--- config.mk ---
export PLATFORM = sky130hd
export DESIGN_NAME = ifetch_queue
export DESIGN_NICKNAME = d
export VERILOG_FILES = /design/src/rtl/ifetch_queue.sv
export SDC_FILE = /design/constraint.sdc
export NUM_CORES = 1
export LEC_CHECK = 0
export CORE_MARGIN = 2
export CORE_UTILIZATION = 57
export CTS_CLUSTER_DIAMETER = 200
export CTS_CLUSTER_SIZE = 10
export DETAILED_ROUTE_END_ITERATION = 10
export GPL_ROUTABILITY_DRIVEN = 0
export HOLD_SLACK_MARGIN = 0.03
export PLACE_DENSITY = 0.92
export SLEW_MARGIN = 40
export SYNTH_ARGS = -nofsm -noshare
export SYNTH_HDL_FRONTEND = slang
export SYNTH_SLANG_ARGS = --single-unit
--- constraint.sdc ---
create_clock -name clk -period 6.4 [get_ports clk]
set_input_delay 1.28 -clock clk [delete_from_list [all_inputs] [get_ports clk]]
set_output_delay 1.28 -clock clk [all_outputs]
set_load 0.05 [all_outputs]
--- src/rtl/ifetch_queue.sv ---
// Instruction-fetch front end: owns the fetch PC, issues sequential word
// requests to the icache, buffers {pc, instr} pairs in a small FIFO with a
// registered head toward decode, and restarts fetch on redirect.
module ifetch_queue #(
  parameter int ADDR_WIDTH = 32,
  parameter int DATA_WIDTH = 32,
  parameter int DEPTH      = 4,
  parameter logic [ADDR_WIDTH-1:0] RESET_PC = 32'h0000_0000
) (
  input  logic                  clk,
  input  logic                  rst,
  input  logic                  redirect_valid,
  input  logic [ADDR_WIDTH-1:0] redirect_pc,
  output logic [ADDR_WIDTH-1:0] ic_addr,
  output logic                  ic_req,
  input  logic [DATA_WIDTH-1:0] ic_rdata,
  input  logic                  ic_ready,
  output logic                  out_valid,
  output logic [DATA_WIDTH-1:0] out_instr,
  output logic [ADDR_WIDTH-1:0] out_pc,
  input  logic                  out_ready
);

  localparam int PTR_W   = $clog2(DEPTH);
  localparam int CNT_W   = PTR_W + 1;
  localparam int ENTRY_W = ADDR_WIDTH + DATA_WIDTH;

  typedef enum logic [0:0] {
    RUN   = 1'b0,
    DRAIN = 1'b1
  } state_t;

  state_t                  state, state_nxt;
  logic [ADDR_WIDTH-1:0]   fetch_pc, fetch_pc_nxt;
  logic                    req_nxt;
  logic [ADDR_WIDTH-1:0]   addr_nxt;
  logic [ADDR_WIDTH-1:0]   target;
  logic [ADDR_WIDTH-1:0]   pc_plus4;

  logic [ENTRY_W-1:0]      mem [DEPTH];
  logic [PTR_W-1:0]        rd_ptr, rd_ptr_nxt;
  logic [PTR_W-1:0]        wr_ptr, wr_ptr_nxt;
  logic [CNT_W-1:0]        count, count_nxt;
  logic                    push, pop, flush;
  logic [ENTRY_W-1:0]      push_entry;

  logic                    out_valid_nxt;
  logic [DATA_WIDTH-1:0]   out_instr_nxt;
  logic [ADDR_WIDTH-1:0]   out_pc_nxt;

  assign target     = {redirect_pc[ADDR_WIDTH-1:2], 2'b00};
  assign pc_plus4   = fetch_pc + ADDR_WIDTH'(3'd4);
  assign push_entry = {fetch_pc, ic_rdata};

  // FIFO bookkeeping: redirect flushes and overrides any push/pop this cycle.
  always_comb begin
    flush      = redirect_valid;
    push       = (state == RUN) && !redirect_valid && ic_req && ic_ready;
    pop        = out_valid && out_ready && !redirect_valid;
    rd_ptr_nxt = rd_ptr;
    wr_ptr_nxt = wr_ptr;
    count_nxt  = count;
    if (flush) begin
      rd_ptr_nxt = {PTR_W{1'b0}};
      wr_ptr_nxt = {PTR_W{1'b0}};
      count_nxt  = {CNT_W{1'b0}};
    end else begin
      rd_ptr_nxt = pop  ? rd_ptr + PTR_W'(1'b1) : rd_ptr;
      wr_ptr_nxt = push ? wr_ptr + PTR_W'(1'b1) : wr_ptr;
      count_nxt  = count + CNT_W'(push) - CNT_W'(pop);
    end
  end

  // Next registered head: bypass the pushed entry when the FIFO would
  // otherwise be empty, so out_valid follows ic_ready by exactly one cycle.
  always_comb begin
    out_valid_nxt = (count_nxt != {CNT_W{1'b0}});
    out_instr_nxt = out_instr;
    out_pc_nxt    = out_pc;
    if (flush || (count_nxt == {CNT_W{1'b0}})) begin
      out_instr_nxt = out_instr;
      out_pc_nxt    = out_pc;
    end else if (count == CNT_W'(pop)) begin
      out_pc_nxt    = push_entry[ENTRY_W-1:DATA_WIDTH];
      out_instr_nxt = push_entry[DATA_WIDTH-1:0];
    end else begin
      out_pc_nxt    = mem[rd_ptr_nxt][ENTRY_W-1:DATA_WIDTH];
      out_instr_nxt = mem[rd_ptr_nxt][DATA_WIDTH-1:0];
    end
  end

  // Fetch control: request issue/hold, PC advance, redirect and drain.
  always_comb begin
    state_nxt    = state;
    fetch_pc_nxt = fetch_pc;
    req_nxt      = ic_req;
    addr_nxt     = ic_addr;
    case (state)
      RUN: begin
        if (redirect_valid) begin
          fetch_pc_nxt = target;
          if (ic_req && !ic_ready) begin
            // Stale request must complete; keep it stable and absorb it later.
            state_nxt = DRAIN;
          end else begin
            req_nxt  = 1'b1;
            addr_nxt = target;
          end
        end else if (ic_req && ic_ready) begin
          fetch_pc_nxt = pc_plus4;
          req_nxt      = (count_nxt < CNT_W'(DEPTH));
          addr_nxt     = pc_plus4;
        end else if (!ic_req) begin
          req_nxt  = (count_nxt < CNT_W'(DEPTH));
          addr_nxt = fetch_pc;
        end else begin
          // Outstanding request: hold ic_req/ic_addr until the response.
          req_nxt  = 1'b1;
          addr_nxt = ic_addr;
        end
      end
      DRAIN: begin
        if (redirect_valid) begin
          fetch_pc_nxt = target;
        end else begin
          fetch_pc_nxt = fetch_pc;
        end
        if (ic_ready) begin
          state_nxt = RUN;
          req_nxt   = 1'b1;
          addr_nxt  = redirect_valid ? target : fetch_pc;
        end else begin
          state_nxt = DRAIN;
        end
      end
      default: begin
        state_nxt = RUN;
      end
    endcase
  end

  // Control and head registers.
  always_ff @(posedge clk or posedge rst) begin
    if (rst) begin
      state     <= RUN;
      fetch_pc  <= RESET_PC;
      ic_req    <= 1'b0;
      ic_addr   <= RESET_PC;
      rd_ptr    <= {PTR_W{1'b0}};
      wr_ptr    <= {PTR_W{1'b0}};
      count     <= {CNT_W{1'b0}};
      out_valid <= 1'b0;
      out_instr <= {DATA_WIDTH{1'b0}};
      out_pc    <= {ADDR_WIDTH{1'b0}};
    end else begin
      state     <= state_nxt;
      fetch_pc  <= fetch_pc_nxt;
      ic_req    <= req_nxt;
      ic_addr   <= addr_nxt;
      rd_ptr    <= rd_ptr_nxt;
      wr_ptr    <= wr_ptr_nxt;
      count     <= count_nxt;
      out_valid <= out_valid_nxt;
      out_instr <= out_instr_nxt;
      out_pc    <= out_pc_nxt;
    end
  end

  // FIFO storage write; contents are only read when count says they are valid.
  always_ff @(posedge clk) begin
    if (push) begin
      mem[wr_ptr] <= push_entry;
    end
  end

  ifetch_queue_checker #(
    .DEPTH (DEPTH),
    .CNT_W (CNT_W)
  ) u_checker (
    .clk   (clk),
    .rst   (rst),
    .push  (push),
    .count (count)
  );

endmodule

// Protocol checker: a push must never land in a full FIFO.
module ifetch_queue_checker #(
  parameter int DEPTH = 4,
  parameter int CNT_W = 3
) (
  input logic             clk,
  input logic             rst,
  input logic             push,
  input logic [CNT_W-1:0] count
);

  a_no_push_when_full: assert property (
    @(posedge clk) disable iff (rst) push |-> (count < CNT_W'(DEPTH))
  );

endmodule

# --- Word level (Yosys, flattened, before mapping) ---
# Memory sizes are Yosys's and may differ from the RTL's.
# Index checks and enable logic that the tools add are counted.
op_classes:
  n_lt_le_gt_ge: 1
  addsub: 5
  bitwise_logic: 1
  reduce_logical: 15
  muxes: 29
  eq_ne: 5
op_table:
  columns: ["operator", "count"]
  rows:
  - ["two-way mux 32 bit", 10]
  - ["one-hot mux 32 bit (2 select lines)", 2]
  - ["adder 32 x 3 -> 32 bit, second input constant", 1]
  - ["two-way mux 1 bit", 10]
  - ["two-way mux 2 bit", 4]
  - ["logical AND 1 bit", 7]
  - ["adder 2 x 1 -> 2 bit, second input constant", 2]
  - ["!= test 4 x 3 -> 1 bit, second input constant", 1]
  - ["one-hot mux 1 bit (2 select lines)", 2]
  - ["adder 3 x 1 -> 3 bit", 1]
  - ["== test 3 x 1 -> 1 bit", 1]
  - ["zero test 3 bit", 1]
  - ["less-than comparator 3 bit, second input constant", 1]
  - ["two-way mux 3 bit", 1]
  - ["!= test 3 x 2 -> 1 bit, second input constant", 1]
  - ["!= test 3 bit, second input constant", 1]
  - ["AND reduction 3 bit", 1]
  - ["nonzero test 3 bit", 1]
  - ["subtractor 3 x 1 -> 3 bit", 1]
  - ["zero test 1 bit", 2]
  - ["!= test 2 bit, second input constant", 1]
  - ["AND reduction 2 bit", 1]
  - ["nonzero test 2 bit", 1]
  - ["logical OR 1 bit", 1]
  - ["NOT 1 bit", 1]
totals:
  register_bits: 138
  input_bits: 69
  word_cells: 67
  ramBits: 256
  n_memories: 1
  output_inout_bits: 98
memory_table:
  columns: ["name", "words", "width", "read_ports", "rd_clocked_by_memory_dff", "wr", "line_no", "source"]
  rows:
  - ["mem", 4, 64, 1, 0, 1, "40", "logic [ENTRY_W-1:0] mem [DEPTH];"]

# --- Logic depth before layout (Yosys ltp) ---
# Gate-level depths: netlist of run 1.
depth:
  ltp_word: 12
  depth_mapped: 15
  ltp_nobuf: 12

# --- Worst setup path before layout of run 1 ---
# Ideal clock, no wire load.
synth_path:
  path_kind: "input to register"
  start: "input redirect_valid"
  end: "register out_pc[10]"
  path_slack_ns: 2.309
  path_buffers: 3
  cell_stages: 14
  required_time_ns: 6.279
  t_arrival_ns: 3.970
  cell_sequence: "buf_4 > and4bb_2 > clkinv_1 > ha_1 > inv_1 > ha_1 > inv_1 > fa_1 > xnor3_1 > nor2_1 > or3_1 > buf_2 > buf_2 > o22a_1"
synth_between:
  elab_chain_cells: 9
  elab_cells_between_ends: 15
synth_rtl:
  columns: ["element", "line_no", "source"]
  rows:
  - ["start: declaration", "12", "input logic redirect_valid,"]
  - ["zero test 1 bit", "58, 59", null]
  - ["logical AND 1 bit (3 in a row)", "58", "push = (state == RUN) && !redirect_valid && ic_req && ic_ready;"]
  - ["adder 3 x 1 -> 3 bit", "70", "count_nxt = count + CNT_W'(push) - CNT_W'(pop);"]
  - ["subtractor 3 x 1 -> 3 bit", "70", null]
  - ["two-way mux 3 bit *", "63", "if (flush) begin"]
  - ["via count_nxt[2]", "43", "logic [CNT_W-1:0] count, count_nxt;"]
  - ["zero test 3 bit *", "80", "if (flush || (count_nxt == {CNT_W{1'b0}})) begin"]
  - ["logical OR 1 bit *", "80", null]
  - ["end signal: assignment", "154", "out_pc <= {ADDR_WIDTH{1'b0}};"]
  - ["end signal: assignment", "165", "out_pc <= out_pc_nxt;"]
  - ["end: declaration", "20", "output logic [ADDR_WIDTH-1:0] out_pc,"]
# Mark *: on every way through the listed nets, which the timed path passes. The rest lies on a longest branch.
# A chain may end at the register's enable or synchronous reset.

# --- Worst setup path after layout of run 1 ---
layout_path:
  start: "input ic_ready"
  end: "register out_instr[17]"
layout_between:
  elab_chain_cells: 6
layout_rtl:
  columns: ["element", "line_no", "source"]
  rows:
  - ["start: declaration", "17", "input logic ic_ready,"]
  - ["logical AND 1 bit", "58", null]
  - ["adder 3 x 1 -> 3 bit", "70", null]
  - ["subtractor 3 x 1 -> 3 bit", "70", null]
  - ["two-way mux 3 bit", "63", null]
  - ["via count_nxt[2]", "43", null]
  - ["zero test 3 bit", "80", null]
  - ["logical OR 1 bit", "80", null]
  - ["end signal: assignment", "153", "out_instr <= {DATA_WIDTH{1'b0}};"]
  - ["end signal: assignment", "164", "out_instr <= out_instr_nxt;"]
  - ["end: declaration", "19", "output logic [DATA_WIDTH-1:0] out_instr,"]
# The timed path passes the listed nets, and every way through them passes these cells.

==> run metrics, run 1 <==
status=completed; Final setup viols=0; crit path DAT=between 5000 and 6000 ps; WHS Endpoint=ic_addr[0]; clk sinks=roughly 390; Cell Int Power=5.67 mW; total of max-cap violations=0; worst reg2reg path depth=14; synthesized flop and latch total=around 390; CTS tree=done; starting density of the core=approximately three fifths; final instance area=around 20000 sq um; Worst R2R End=out_instr[17]; initial antenna violation count=0; Die Area=between 30000 and 40000 sq um; Fill cells=1888; commonest cells in the netlist=edfxtp_1, nand2_1, dfrtp_1, mux2i_1, o22ai_1; post-synthesis cell type count=67; Die X-Extent=approximately 180 um; htree depth=2; EDFF count, synth=~260; Final Cycle Share=~76%; Switching Share=roughly 37%; drt initial violations=between 1000 and 1500; ys async rst share=a little over a third; DR vias/cell=~6.2; Hold Buf Count CTS=0; Detailed Route WL=around 40000 um; GRT Total Usage=between 20% and 30%; dpl cell area=18800 sq um; ANT nets after route=0; Synth area leader=edfxtp_1; Hold Path Stages=2; Req. time, crit path=6810 ps; leakage power=approximately 7.9 nW; Max VDD drop=between 0.2 and 0.25 mV; FP Rows=62; Area Overhead vs Synth=19.9%; critical path type=input pin to flip-flop; Root Driver=clkbuf_16; flop2flop setup slack=between 2000 and 2500 ps; post-synth top area share=a little under half; worst flop-to-flop path startpoint=state; slew margin rel.=40.5%; IO Port Bufs=between 150 and 200; P per Cell Area=around 450 nW/um^2; PostCTS Resize Cnt=0; Worst-path clk slew=approximately 50 ps; HP Start=ic_addr[0]; minimum clock period=4900 ps; DR pass1 iterations=6; Die H=between 150 and 200 um; HPWL after DPL=about 25000 um; Ys Warns=0; Seq pwr share=between 30% and 40%; Worst setup SP type=input pin; Pins Over Slew Limit=0; drt wl/cell=about 22 um; net count after synthesis=1328; Synth Flop Type=edfxtp_1; largest net degree at the start of global routing=between 100 and 150; combinational power share=approximately 37%; Post-Syn Instances=1251; synthesized area=~17000 sq um; I/O pin cnt=approximately 170; RSZ-0062 raised after global routing=no; Cell Count, Final, Fillers Out=1816; fmax=about 200 MHz; placed cells=about 1700; share of cells above drive strength 1=under 10%; Setup Skew=around 14 ps; sequential area share after synthesis=about two thirds; Setup TNS Final=0 ps; Sequential Area=roughly 11000 sq um; Clock Latency Late Sink=about 530 ps; Overflow after GRT=0; Num CTS Buffers=45; crit path max fanout=between 40 and 50; syn_area_per_cell=13.4 sq um; CP Capture Type=flip-flop; power share of the clock group=25.6%; multi-input logic area=just over 5000 sq um; Post-CTS Setup Bufs=0; Max Root-Sink Buffers=3; post-layout util=a little over two thirds; DRC viols=0; Synth area leaders=edfxtp_1, dfrtp_1, mux2i_1, nand2_1, o22a_1; total core area=between 20000 and 30000 sq um; Psw=around 3.4 mW; worst-margin pin slew=a little under 900 ps; Worst Hold Class=flip-flop to flip-flop; Ant. Diodes=0; vias in the first global route=about 12000; first-pass GRT wire length=roughly 63000 um; nets=approximately 1500; Final Hold Viols=0; via count=between 10000 and 15000; count leader, synth=edfxtp_1
==> sequential cells by signal, summed over array words and instances, names as in the netlist <==
signal     count
ic_addr       32
rd_ptr         2
out_pc        32
ic_req         1
fetch_pc      32
out_valid      1
count          3
state          1
wr_ptr         2
mem          256
out_instr     32
==> worst max-delay path: stages <==
cell and delay (ps):
clkdlybuf4s50_1 620, and4bb_2 550, clkinv_1 210, ha_1 300
inv_1 60, ha_1 140, inv_1 70, fa_1 400
xnor3_1 200, nor2_1 220, or3_4 430, buf_12 290
buf_12 250, nand2_1 90, o22a_1 170
==> worst max-delay path by stage <==
| stage | from | to | slack (ps) |
|---|---|---|---|
| after global routing | ic_ready | out_instr[17] | 1340 |
| final | ic_ready | out_instr[17] | 1500 |
| after global placement | ic_ready | out_pc[1] | 1120 |
| after CTS | ic_ready | out_instr[30] | 1350 |
| after detailed placement | ic_ready | out_instr[30] | 820 |
| after floorplan | rst | count[0] | 1420 |
==> layout make-up <==
| class | instances | share of cell area (%) |
|---|---|---|
| clock inverters | 2 | 0.0870 |
| well taps | 384 | 2.39 |
| inverters | 14 | 0.323 |
| clock buffers | 80 | 6.46 |
| multi-input cells | 757 | 25.8 |
| repair buffers | 185 | 9.59 |
| flip-flops and latches | 394 | 55.3 |
==> metrics by stage <==
stage / power [mW] / setup slack (ps) / hold WS, ps
finish: 9.03 / 1500 / 485
global route: 9.39 / 1340 / 518
CTS: 9.04 / 1350 / 495
detailed placement: 6.73 / 817 / 469
global placement: 6.58 / 1120 / 462
floorplan: 5.68 / 1420 / 471
==> power groups by stage <==
stage,combinational (mW),clock (mW),sequential (mW)
detailed placement,3.30,0,3.43
floorplan,1.43,0,4.25
finish,3.32,2.31,3.40
global placement,3.17,0,3.41
global route,3.51,2.44,3.43
CTS,3.32,2.34,3.39
==> kinds of logic (layout without fill, tap and decap cells) <==
kind of cell	count (synthesis)	count (layout)	synth area share, %
adders and majority gates	8	8	0.641
DFF	394	394	66.3
and+or+nand+nor	330	330	9.45
AOI/OAI and AO/OA	243	243	10.1
buffers and inverters	100	281	3.02
muxes	143	143	8.66
xor gates and xnor gates	33	33	1.80
==> routing by layer <==
metal	vias up	track usage [%]	wire, um
li1	5006	-	-
met1	5628	34.5	15500
met2	611	44.4	20400
met3	104	4.55	3370
met4	0	9.61	1100
met5	-	0	0
==> cell usage in the layout (no fill, tap or decap), types with 12 or more instances in the layout <==
| master | Yosys | routed |
|---|---|---|
| a21oi_1 | 19 | 18 |
| mux2i_1 | 133 | 132 |
| o21ai_0 | 44 | 44 |
| nand2_1 | 184 | 183 |
| o22ai_1 | 66 | 66 |
| dfrtp_1 | 138 | 138 |
| edfxtp_1 | 256 | 256 |
| clkbuf_1 | 20 | 33 |
| xnor2_1 | 21 | 21 |
| o22a_1 | 63 | 63 |
| nand3_1 | 19 | 19 |
| inv_1 | 13 | 12 |
| clkbuf_16 | 0 | 47 |
| clkdlybuf4s50_1 | 0 | 163 |
| nor2_1 | 34 | 34 |
(Power assumes the default switching activity.)
==> run 2: changes to the inputs <==
==> constraint.sdc (replaced) <==
create_clock -name clk -period 5 [get_ports clk]
set_input_delay 1 -clock clk [delete_from_list [all_inputs] [get_ports clk]]
set_output_delay 1 -clock clk [all_outputs]
set_load 0.05 [all_outputs]
==> run 2 against run 1 <==
Critical path depth fell by 1. Count of clock-buffer cells in the layout did not move. Final area rose by 0.40%. Global-route usage fell by 0.11 points. Critical path type unchanged. Register-to-register slack got worse by 770 ps.
==> run metrics, run 2 (synthesis gave the netlist of run 1 again) <==
GRT Total Usage=26.2% (-0.11 points); dpl cell area=18900 sq um (+0.43%); Worst setup SP type=input pin; fmax=251 MHz; Hold Buf Count CTS=0 (unchanged); Num CTS Buffers=45 (unchanged); Worst Hold Class=flip-flop to flip-flop; Die Area=30900 sq um (unchanged); nets=1476 (+0.14%); status=completed; CP Capture Type=flip-flop; minimum clock period=3990 ps; largest net degree at the start of global routing=129 (+18%); Slowest-stage cell, CP=clkdlybuf4s50_1; I/O pin cnt=167 (unchanged); via count=11300 (-0.49%); Req. time, crit path=5410 ps (-1400 ps); total core area=28900 sq um (unchanged); starting density of the core=58.2% (unchanged); most flop-heavy register=mem; Cell Count, Final, Fillers Out=1818 (+0.11%); total of max-cap violations=0 (unchanged); met3 Usage GRT=4.91% (+0.37 points); IO Port Bufs=164 (unchanged); Setup TNS Final=0 ps (unchanged); DR pass1 iterations=6 (unchanged); crit path max fanout=33 (-31%); first-pass GRT wire length=62500 um (-1.4%); initial antenna violation count=0 (unchanged); drt initial violations=1470 (+3.2%); critical path type=input pin to flip-flop; Final Cycle Share=approximately four fifths; flip-flop count of the largest register after layout=256 (unchanged); drt wl/cell=22.1 um (-0.36%); DR vias/cell=6.21 (-0.60%); FP Rows=62 (unchanged); CTS tree=done; most frequent cells in the layout=edfxtp_1, nand2_1, clkdlybuf4s50_1, dfrtp_1, mux2i_1; placed cells=1735 (+0.12%); Final Hold Viols=0 (unchanged); GRT Max-Usage Layer=met2; Max Root-Sink Buffers=3 (unchanged); crit-path cells=clkdlybuf4s50_1 > and4bb_2 > clkinv_1 > ha_1 > inv_1 > ha_1 > inv_1 > fa_1 > xnor3_1 > nor2_1 > or3_4 > buf_12 > o21ai_0 > o22a_1; Post-CTS Setup Bufs=0 (unchanged); Setup Skew=11.6 ps (-2.45 ps); share of cells above drive strength 1=7.67% (+0.13 points); Pins Over Slew Limit=0 (unchanged); commonest non-fill, non-tap cell in the layout=edfxtp_1; RSZ-0062 raised after global routing=no; Ant. Diodes=0 (unchanged); Max VDD drop=0.314 mV (+33%); leakage power=7.93 nW (+0.37%); Root Driver=clkbuf_16; worst-margin pin slew=821 ps (-70.5 ps); P per Cell Area=574 nW/um^2 (+28%); Die X-Extent=176 um (unchanged); Detailed Route WL=40200 um (-0.25%); total power=11.6 mW (+29%); GRT met2 Usage=43.7% (-0.71 points); Fill cells=1888 (unchanged); Area Overhead vs Synth=20.4%; Largest stage delay, worst path=640 ps (+20 ps); DRC viols=0 (unchanged); ANT nets after route=0 (unchanged); htree depth=2 (unchanged); vias in the first global route=11400 (-2.7%); Die H=176 um (unchanged); slew margin rel.=45.3% (+4.7 points); Final setup viols=0 (unchanged); Sequential Area=11100 sq um (unchanged); met1 Use GR=34.4% (-0.097 points); Worst-path clk slew=60 ps (about the same); PostCTS Resize Cnt=0 (unchanged); HPWL after DPL=24000 um (-2.2%); final instance area=20200 sq um (+0.40%); Clock Latency Late Sink=530 ps (about the same); Overflow after GRT=0 (unchanged); multi-input logic area=5200 sq um (about the same); crit path DAT=4400 ps (-910 ps); clk sinks=394 (unchanged)
run 2: final timing paths:
check / from / depth (start not counted) / slack (ps) / end
max: ic_ready / 14 / 1010 / out_pc[18]
min: ic_addr[1] / 2 / 500 / ic_addr[1]
min in group asynchronous: rst / 2 / 950 / out_instr[21]
min reg2reg: ic_addr[1] / 2 / 500 / ic_addr[1]
max reg2reg: state / 13 / 1290 / out_pc[18]
max in group asynchronous: rst / 3 / 3210 / ic_addr[5]
run 2: metal layers:
metal	up-vias	routed length [um]
met3	110	3490
met1	5576	15600
met4	0	1290
met2	591	19900
li1	5016	-
met5	-	0
run 2: worst max-delay path: cells and delay by family:
family	cells	cell delay (ps)
AO/OA/AOI/OAI	2	350
XOR/XNOR	1	180
adder cells (fa/ha/maj)	3	810
buffers and inverters	5	1110
AND/OR/NAND/NOR	3	920
run 2: power breakdown:
part           leakage, nW  internal, mW  switching [mW]  total, mW
Combinational         3.35          1.56            2.75       4.31
Sequential            3.95          3.98           0.361       4.34
Clock                0.627          1.75            1.21       2.96
run 2: metrics by stage:
| stage | setup WS, ps | hold slack [ps] | utilization [%] |
|---|---|---|---|
| floorplan | 304 | 471 | - |
| global placement | 742 | 455 | 64.7 |
| detailed placement | 540 | 472 | 65.4 |
| CTS | 1040 | 499 | 70.0 |
| global route | 844 | 517 | 70.0 |
| finish | 1010 | 500 | 70.0 |
run 2: area by class of cell:
class | count | share of cell area [%]
Multi-Input combinational cell | 757 | 25.7
Tap cell | 384 | 2.38
Clock buffer | 80 | 6.43
Inverter | 14 | 0.297
Clock inverter | 2 | 0.0867
Sequential cell | 394 | 55.1
Timing Repair Buffer | 187 | 9.99
